### src/rtl/calc_exec_ctrl_pkg.sv
// calc_exec_ctrl_pkg: op codes, FSM states and op validity helper shared by the calculator
package calc_exec_ctrl_pkg;
  localparam logic [2:0] OP_ADD = 3'd2;
  localparam logic [2:0] OP_SUB = 3'd3;
  localparam logic [2:0] OP_AND = 3'd4;
  localparam logic [2:0] OP_OR  = 3'd5;
  localparam logic [2:0] OP_XOR = 3'd6;
  typedef enum logic [1:0] {IDLE = 2'd0, RUN = 2'd1, DONE = 2'd2} state_e;
  function automatic logic op_valid(input logic [2:0] op);
    return op inside {OP_ADD, OP_SUB, OP_AND, OP_OR, OP_XOR};
  endfunction
endpackage

### src/rtl/calc_bit_alu.sv
// calc_bit_alu: one-bit adder/subtractor/logic slice used by the serial datapath
module calc_bit_alu
  import calc_exec_ctrl_pkg::*;
(
  input  logic       a,
  input  logic       b,
  input  logic       cin,
  input  logic [2:0] op,
  output logic       s,
  output logic       cout
);
  logic bx;
  always_comb begin
    bx = (op == OP_SUB) ? ~b : b;
    s = (op == OP_AND) ? a & b : (op == OP_OR) ? a | b : (op == OP_XOR) ? a ^ b : a ^ bx ^ cin;
    cout = (op == OP_ADD || op == OP_SUB) ? (a & bx) | (cin & (a ^ bx)) : 1'b0;
  end
endmodule

### src/rtl/calc_exec_ctrl.sv
// calc_exec_ctrl: bit-serial ALU controller, one bit per clock LSB first
module calc_exec_ctrl
  import calc_exec_ctrl_pkg::*;
#(
  parameter int WIDTH = 8
) (
  input  logic             clk,
  input  logic             rst,
  input  logic             start,
  input  logic [2:0]       op,
  input  logic [WIDTH-1:0] a_in,
  input  logic [WIDTH-1:0] b_in,
  output logic [WIDTH-1:0] result,
  output logic             carry,
  output logic             zero,
  output logic             busy,
  output logic             end_obl,
  output logic             err
);
  localparam int CW = $clog2(WIDTH);
  state_e state_q, state_d;
  logic [CW-1:0] cnt_q, cnt_d;
  logic [WIDTH-1:0] a_q, a_d, b_q, b_d, acc_q, acc_d, result_q, result_d;
  logic [2:0] op_q, op_d;
  logic cy_q, cy_d, carry_q, carry_d, err_q, err_d;
  logic s, cout;
  calc_bit_alu u_alu (.a(a_q[0]), .b(b_q[0]), .cin(cy_q), .op(op_q), .s(s), .cout(cout));
  always_comb begin
    state_d = state_q;
    cnt_d = cnt_q;
    a_d = a_q;
    b_d = b_q;
    acc_d = acc_q;
    op_d = op_q;
    cy_d = cy_q;
    result_d = result_q;
    carry_d = carry_q;
    err_d = err_q;
    case (state_q)
      IDLE: if (start) begin
        a_d = a_in;
        b_d = b_in;
        op_d = op;
        cnt_d = '0;
        cy_d = (op == OP_SUB);
        err_d = !op_valid(op);
        state_d = op_valid(op) ? RUN : DONE;
      end
      RUN: begin
        a_d = a_q >> 1;
        b_d = b_q >> 1;
        acc_d = WIDTH'({s, acc_q} >> 1);
        cy_d = cout;
        cnt_d = cnt_q + CW'(1);
        if (cnt_q == CW'(WIDTH - 1)) begin
          result_d = acc_d;
          carry_d = cout;
          state_d = DONE;
        end
      end
      default: state_d = IDLE;
    endcase
  end
  always_ff @(posedge clk) begin
    if (rst) begin
      state_q <= IDLE;
      cnt_q <= '0;
      a_q <= '0;
      b_q <= '0;
      acc_q <= '0;
      op_q <= '0;
      cy_q <= 1'b0;
      result_q <= '0;
      carry_q <= 1'b0;
      err_q <= 1'b0;
    end else begin
      state_q <= state_d;
      cnt_q <= cnt_d;
      a_q <= a_d;
      b_q <= b_d;
      acc_q <= acc_d;
      op_q <= op_d;
      cy_q <= cy_d;
      result_q <= result_d;
      carry_q <= carry_d;
      err_q <= err_d;
    end
  end
  assign result = result_q;
  assign carry = carry_q;
  assign zero = (result_q == '0);
  assign busy = (state_q != IDLE);
  assign end_obl = (state_q == DONE);
  assign err = err_q;
endmodule

### config.mk
export PLATFORM = sky130hd
export DESIGN_NAME = calc_exec_ctrl
export DESIGN_NICKNAME = d
export VERILOG_FILES = /design/src/rtl/calc_exec_ctrl_pkg.sv /design/src/rtl/calc_bit_alu.sv /design/src/rtl/calc_exec_ctrl.sv
export SDC_FILE = /design/constraint.sdc
export NUM_CORES = 1
export LEC_CHECK = 0
export ABC_CLOCK_PERIOD_IN_PS = 4200
export CAP_MARGIN = 25
export CORE_MARGIN = 1
export CORE_UTILIZATION = 45
export DETAILED_ROUTE_END_ITERATION = 7
export GPL_TIMING_DRIVEN = 1
export PLACE_DENSITY_LB_ADDON = 0.2
export SLEW_MARGIN = 15
export SYNTH_ARGS = -nofsm -noshare
export SYNTH_HDL_FRONTEND = slang
export SYNTH_SLANG_ARGS = --single-unit
### constraint.sdc
create_clock -name clk -period 4.2 [get_ports clk]
set_input_delay 0.84 -clock clk [delete_from_list [all_inputs] [get_ports clk]]
set_output_delay 0.84 -clock clk [all_outputs]
set_load 0.02 [all_outputs]
==> impl_metrics.tcl <==
set metrics [dict create \
    fin_crit_sh 0.639 \
    fp.dieW_microns 65.8 \
    grt_pass1_vias 1362 \
    port-buffer-count 34 \
    synthArstFlopShare 0 \
    nNetsFinal 278 \
    drc_errors 0 \
    switching_share 0.255 \
    clockPowerShare 0.309 \
    holdBufCountCts 0 \
    h-tree-depth 2 \
    hpwl_mm 2.49 \
    leakage_nw 0.840 \
    yosysWarnings 0 \
    post_cts_resized 0 \
    synth_area_sq_um 1830 \
    grt_max_degree 30 \
    cts-root-buf "clkbuf_8" \
    vias 1596 \
    period_needed_ps 2680 \
    crit_path_end_kind "primary output" \
    grt.total_usage 0.192 \
    fillerInstances 378 \
    cts_setup_buffers 0 \
    final_cell_mix "nand2_1, dfxtp_1, clkdlybuf4s50_1" \
    vias_per_cell 5.36 \
    dieArea_sq_um 4330 \
    grt_pass1_wl_mm 6.15 \
    setup-tns-final_ps 0 \
    cts.clk_slew.worst_paths_ps 70 \
    grt_overflow 0 \
    cts_buffer_depth 2 \
    die_h_microns 65.8 \
    synth_top_flop_cell "dfxtp_1" \
    rsz0062_at_grt "no" \
    core_sq_um 3770 \
    initial_core_util 0.485 \
    ys_ff_latch 42 \
    power.total_mw 0.813 \
    ys_seq_area_frac 0.459 \
    place.gp.congestion 0.750 \
    combPwrFrac 0.151 \
    wl_per_cell_microns 12.2 \
    timing.fmax_mhz 373 \
    cap_violations 0 \
    rows 22 \
    cts_buffers 5 \
    hold_viol_final 0 \
    irDropWorstVdd_mv 0.205 \
    synth-edff-count 0 \
    synth.net_count 252 \
    firstDrtPassIters 4 \
    layout_commonest_cell "nand2_1" \
    final-setup-viol-count 0 \
    cts_sinks 42 \
    cp.arrival_ps 1840 \
    required_ps 3360 \
    ioPinCount 35 \
    skew_ps 5.16 \
    worst_pin_slew_ps 913 \
    first_iter_violations 82 \
    powerDensity_nw_per_um2 361 \
    synthToLayoutAreaGrowth_pct 23.2 \
    critPathKind "reg2out" \
    cts_tree "built" \
    critical_path.max_fanout 3 \
    crit_path_start_kind "flop" \
    maxSlewHeadroom 0.391 \
    outcome "finished clean" \
    drive_gt1_frac 0.0480 \
    yosysUniqueCellTypes 35 \
    avgSynthCellArea_sq_um 8.14 \
    power_switching_mw 0.207 \
    antenna_found_initial 0 \
    antenna_left 0 \
    hold_path.class "reg2reg" \
    wl_mm 3.63 \
    clk_latency_ps 290 \
    slew_violations 0 \
    n_antenna_cell 0 \
    p_seq_frac 0.540 \
    internal-power_mw 0.606 \
    synth_cells 225 \
]
## path summary, 6_finish.rpt
check,startpoint,endpoint,slack (ps),depth (start not counted)
worst max-delay path,result[7]$_SDFFE_PP0P_,zero,1520,3
worst min-delay path,carry$_SDFFE_PP0P_,carry$_SDFFE_PP0P_,460,2
worst max register to register,state_q[1]$_SDFFE_PP0P_,b_q[5]$_SDFFE_PP0P_,2450,3
worst min register to register,carry$_SDFFE_PP0P_,carry$_SDFFE_PP0P_,460,2
## registers in the layout, summed over array words and instances (netlist names)
signal,count
a_q,8
b_q,8
result,8
acc_q,7
cnt_q,3
op_q,3
state_q,2
carry,1
cy_q,1
err,1
## metal layers
layer  routed length [microns]  global-route usage  part of all wire  vias up
met3                       187              0.0638             0.052        4
met4                        61              0.0870             0.017        0
met5                         0                   0                 0        -
met1                      1690               0.238              0.46      727
met2                      1690               0.300              0.47       45
li1                          -                   -                 -      820
## cell type report
| type | count | area [sq um] | area share |
|---|---|---|---|
| Clock buffer | 6 | 82.6 | 0.0366 |
| Inverter | 2 | 7.51 | 0.00333 |
| Multi-Input combinational cell | 163 | 897 | 0.398 |
| Sequential cell | 42 | 841 | 0.373 |
| Tap cell | 48 | 60.1 | 0.0266 |
| Timing Repair Buffer | 37 | 367 | 0.163 |
## kinds of logic after synthesis
kind of cell / after synthesis / share of synthesized area
AOI/OAI and AO/OA: 46 / 0.172
xor gates and xnor gates: 1 / 0.00479
adders and majority gates: 5 / 0.0383
buffers and inverters: 20 / 0.0506
DFF: 42 / 0.459
muxes: 2 / 0.0116
and+or+nand+nor: 109 / 0.263
## cell usage after synthesis (2+ instances only)
cell type | count | area, sq um
nor3_1 | 2 | 10.0
o41ai_1 | 2 | 17.5
nand3b_1 | 4 | 30.0
a311oi_1 | 14 | 123
buf_2 | 7 | 35.0
nand3_1 | 2 | 10.0
nand2_1 | 65 | 244
clkbuf_1 | 9 | 33.8
dfxtp_1 | 42 | 841
nand2b_1 | 2 | 12.5
nor2_1 | 22 | 82.6
inv_1 | 2 | 7.51
a21oi_1 | 21 | 105
or4_1 | 2 | 15.0
nand4b_1 | 2 | 17.5
a22oi_1 | 3 | 22.5
and3b_1 | 2 | 17.5
ha_1 | 4 | 50.1
o21bai_1 | 2 | 15.0
## per-stage QoR
step                hold slack, ps  instances  setup slack, ps  cell area [sq um]  utilization
floorplan                      432        225             2160               1830            -
global placement               445        291             1640               2160        0.573
detailed placement             450        291             1620               2160        0.573
CTS                            461        297             1500               2240        0.595
global route                   478        298             1440               2250        0.598
finish                         461        298             1520               2250        0.598
## power by group through the flow
stage	Clock [mW]	Sequential (mW)	Combinational, mW
after floorplan	0	0.444	0.0872
after global placement	0	0.448	0.120
after detailed placement	0	0.449	0.123
after CTS	0.260	0.440	0.122
after global routing	0.280	0.443	0.141
final	0.251	0.439	0.123
## critical path, stage by stage, from the launching register on
cell and delay [ps]:
dfxtp_1 330, or4_1 530, nor2_1 100, clkdlybuf4s50_1 600
Note: power is estimated with default switching activity, not from simulation.
==> RTL change (same settings) <==
Make the reset (`rst`) asynchronous in one clocked block.
--- a/src/rtl/calc_exec_ctrl.sv
+++ b/src/rtl/calc_exec_ctrl.sv
@@ -61,7 +61,7 @@
       default: state_d = IDLE;
     endcase
   end
-  always_ff @(posedge clk) begin
+  always_ff @(posedge clk or posedge rst) begin
     if (rst) begin
       state_q <= IDLE;
       cnt_q <= '0;
Formal check against the unedited RTL: differs if rst is asserted again (counterexample within 4 cycles, from zero or initial values and one cycle with rst high); with rst held inactive, the same outputs for 10 cycles.
==> RTL change against the unedited design <==
Utilization shrank 0.48 points. Critical path depth unchanged. Synthesized cell count down 22%. Final area increased by 7.5%. Sequential cell count did not move. Routed wire length down 2.5%. Area after synthesis rose by 6.6%. Worst setup slack got worse by 79 ps.
Power is not compared: it rests on default switching activity, and its combinational part moved more than twofold at a synthesized area within 25%.
==> RTL change: results (changes against the unedited design) <==
| Metric | Value |
|---|---|
| Hold path depth | `2 (unchanged)` |
| Met2 GRT Util | `28.6% (was 30.0%)` |
| HPWL Detailed | `2440 µm (was 2490 µm)` |
| Fillers | `346 (was 378)` |
| Outcome | `finished, final reports clean (unchanged)` |
| Clock Latency Late Sink | `290 ps (about the same)` |
| ANT cells | `0 (unchanged)` |
| Cts bufs inserted | `5 (unchanged)` |
| Max FO, Critical Path | `3 (unchanged)` |
| Leak | `~1.1 nW` |
| Proportion of layout cells with a drive suffix above 1 | `11.7% (was 4.80%)` |
| Vias/cell | `5.16 (was 5.36)` |
| Slew margin rel. | `65.9% (was 39.1%)` |
| Setup slack, reg-to-reg | `2240 ps (was 2450 ps)` |
| Initial drt markers | `76 (was 82)` |
| Drt wl/cell | `13.5 µm (was 12.2 µm)` |
| Port bufs | `34 (unchanged)` |
| Met1 global-route usage | `23.8% (about the same)` |
| Number of global-route vias before repair | `1,303 (was 1,362)` |
| Post-synth top cells | `dfrtp_1, nand2_1, o21ai_1, mux2i_1, mux2_2 (was nand2_1, dfxtp_1, nor2_1, a21oi_1, a311oi_1)` |
| Count of cell types in the netlist | `32 (was 35)` |
| Post-synth net total | `203 (was 252)` |
| Largest net degree at the start of global routing | `43 (was 30)` |
| Min-delay worst type | `reg -> reg (unchanged)` |
| Clock Tree Buf Depth | `2 (unchanged)` |
| Setup bufs post-CTS | `0 (unchanged)` |
| Nets | `239 (was 278)` |
| Async set-reset flop share out of synthesis | `100% (was 0%)` |
| Period minus WS final | `2760 ps (was 2680 ps)` |
| Sequential fraction of the synthesis area | `53.9% (was 45.9%)` |
| Met3 GRT Util | `5.33% (was 6.38%)` |
| GRT Overall Usage | `18.4% (was 19.2%)` |
| Initial antenna violation count | `0 (unchanged)` |
| Root Driver | `clkbuf_8 (unchanged)` |
| Synth top area cells | `dfrtp_1, nand2_1, mux2i_1 (was dfxtp_1, nand2_1, a311oi_1)` |
| GPL Wtd Cong | `0.751 (was 0.750)` |
| DP Area | `0.00232 mm² (was 0.00216 mm²)` |
| First-pass GRT wire length | `6110 µm (was 6150 µm)` |
| VDD IR max | `approximately 0.26 mV` |
| Clock skew | `11.4 ps (was 5.16 ps)` |
| Drt pass-1 iters | `4 (unchanged)` |
| Commonest register cell after synthesis | `dfrtp_1 (was dfxtp_1)` |
| FF-to-FF path depth | `6 (was 3)` |
| H-tree depth | `2 (unchanged)` |
| Cts repair resizes | `0 (unchanged)` |
| Warning count from the yosys run | `0 (unchanged)` |
| Clock-pin slew on the worst setup and hold paths | `about 80 ps` |
| Most Used Layer, Global Route | `met2 (unchanged)` |
| Critical Path AT | `1920 ps (was 1840 ps)` |
RTL change: cell count changes after synthesis, moves of 3 or more:
cell / change
o21ai_0: +6
a21oi_1: -20
o21ai_1: +16
a311oi_1: -14
mux2i_1: +13
clkbuf_1: -9
a22oi_1: -3
dfxtp_1: -42
dfrtp_1: +42
nand2_1: -24
buf_2: -3
mux2_2: +11
nor2_1: -20
RTL change: worst max-delay path, stage by stage, from the launching register on:
cell             delay, ps
dfrtp_1                400
or4_1                  530
nor2_1                 110
clkdlybuf4s50_1        600
RTL change: path summary, 6_finish.rpt:
path	from	end
worst min-delay path	carry	carry
worst max register to register	op_q[2]	acc_q[7]
min in group asynchronous	rst	acc_q[2]
worst min register to register	carry	carry
max in group asynchronous	rst	a_q[0]
worst max-delay path	result[4]	zero
RTL change: cell families (layout without fill, tap and decap cells):
| logic type | Yosys count | in the layout | share of synthesized area, % |
|---|---|---|---|
| compound gates | 29 | 29 | 8.66 |
| xor+xnor | 1 | 1 | 0.449 |
| fa+ha+maj | 5 | 5 | 3.59 |
| buf+inv | 11 | 48 | 3.91 |
| flops | 42 | 42 | 53.9 |
| mux | 26 | 26 | 14.1 |
| simple gates | 62 | 62 | 15.4 |
RTL change: layer usage:
| layer | up-vias | share of wire [%] |
|---|---|---|
| met4 | 0 | 1.6 |
| li1 | 679 | - |
| met1 | 642 | 47 |
| met2 | 32 | 46 |
| met3 | 4 | 4.7 |
| met5 | - | 0 |
RTL change: layout make-up:
type | instances | area, µm² | area share, %
repair buffers | 37 | 363 | 15.0
inverters | 3 | 11.3 | 0.465
multi-input cells | 123 | 830 | 34.2
clock inverters | 1 | 30.0 | 1.24
flip-flops and latches | 42 | 1050 | 43.4
clock buffers | 7 | 76.3 | 3.15
well taps | 50 | 62.6 | 2.58
RTL change: report_power, final:
| group | internal, mW | total, mW | switching (mW) |
|---|---|---|---|
| combinational | 0.360 | 0.745 | 0.385 |
| clock | 0.178 | 0.308 | 0.130 |
| sequential | 0.581 | 0.719 | 0.139 |
RTL change: stage by stage:
stage	cells	hold slack [ps]	worst slack, ps
final	263	481	1440
after global routing	263	524	1320
after CTS	263	486	1410
after detailed placement	255	469	1740
after global placement	255	462	1770
after floorplan	176	442	2080
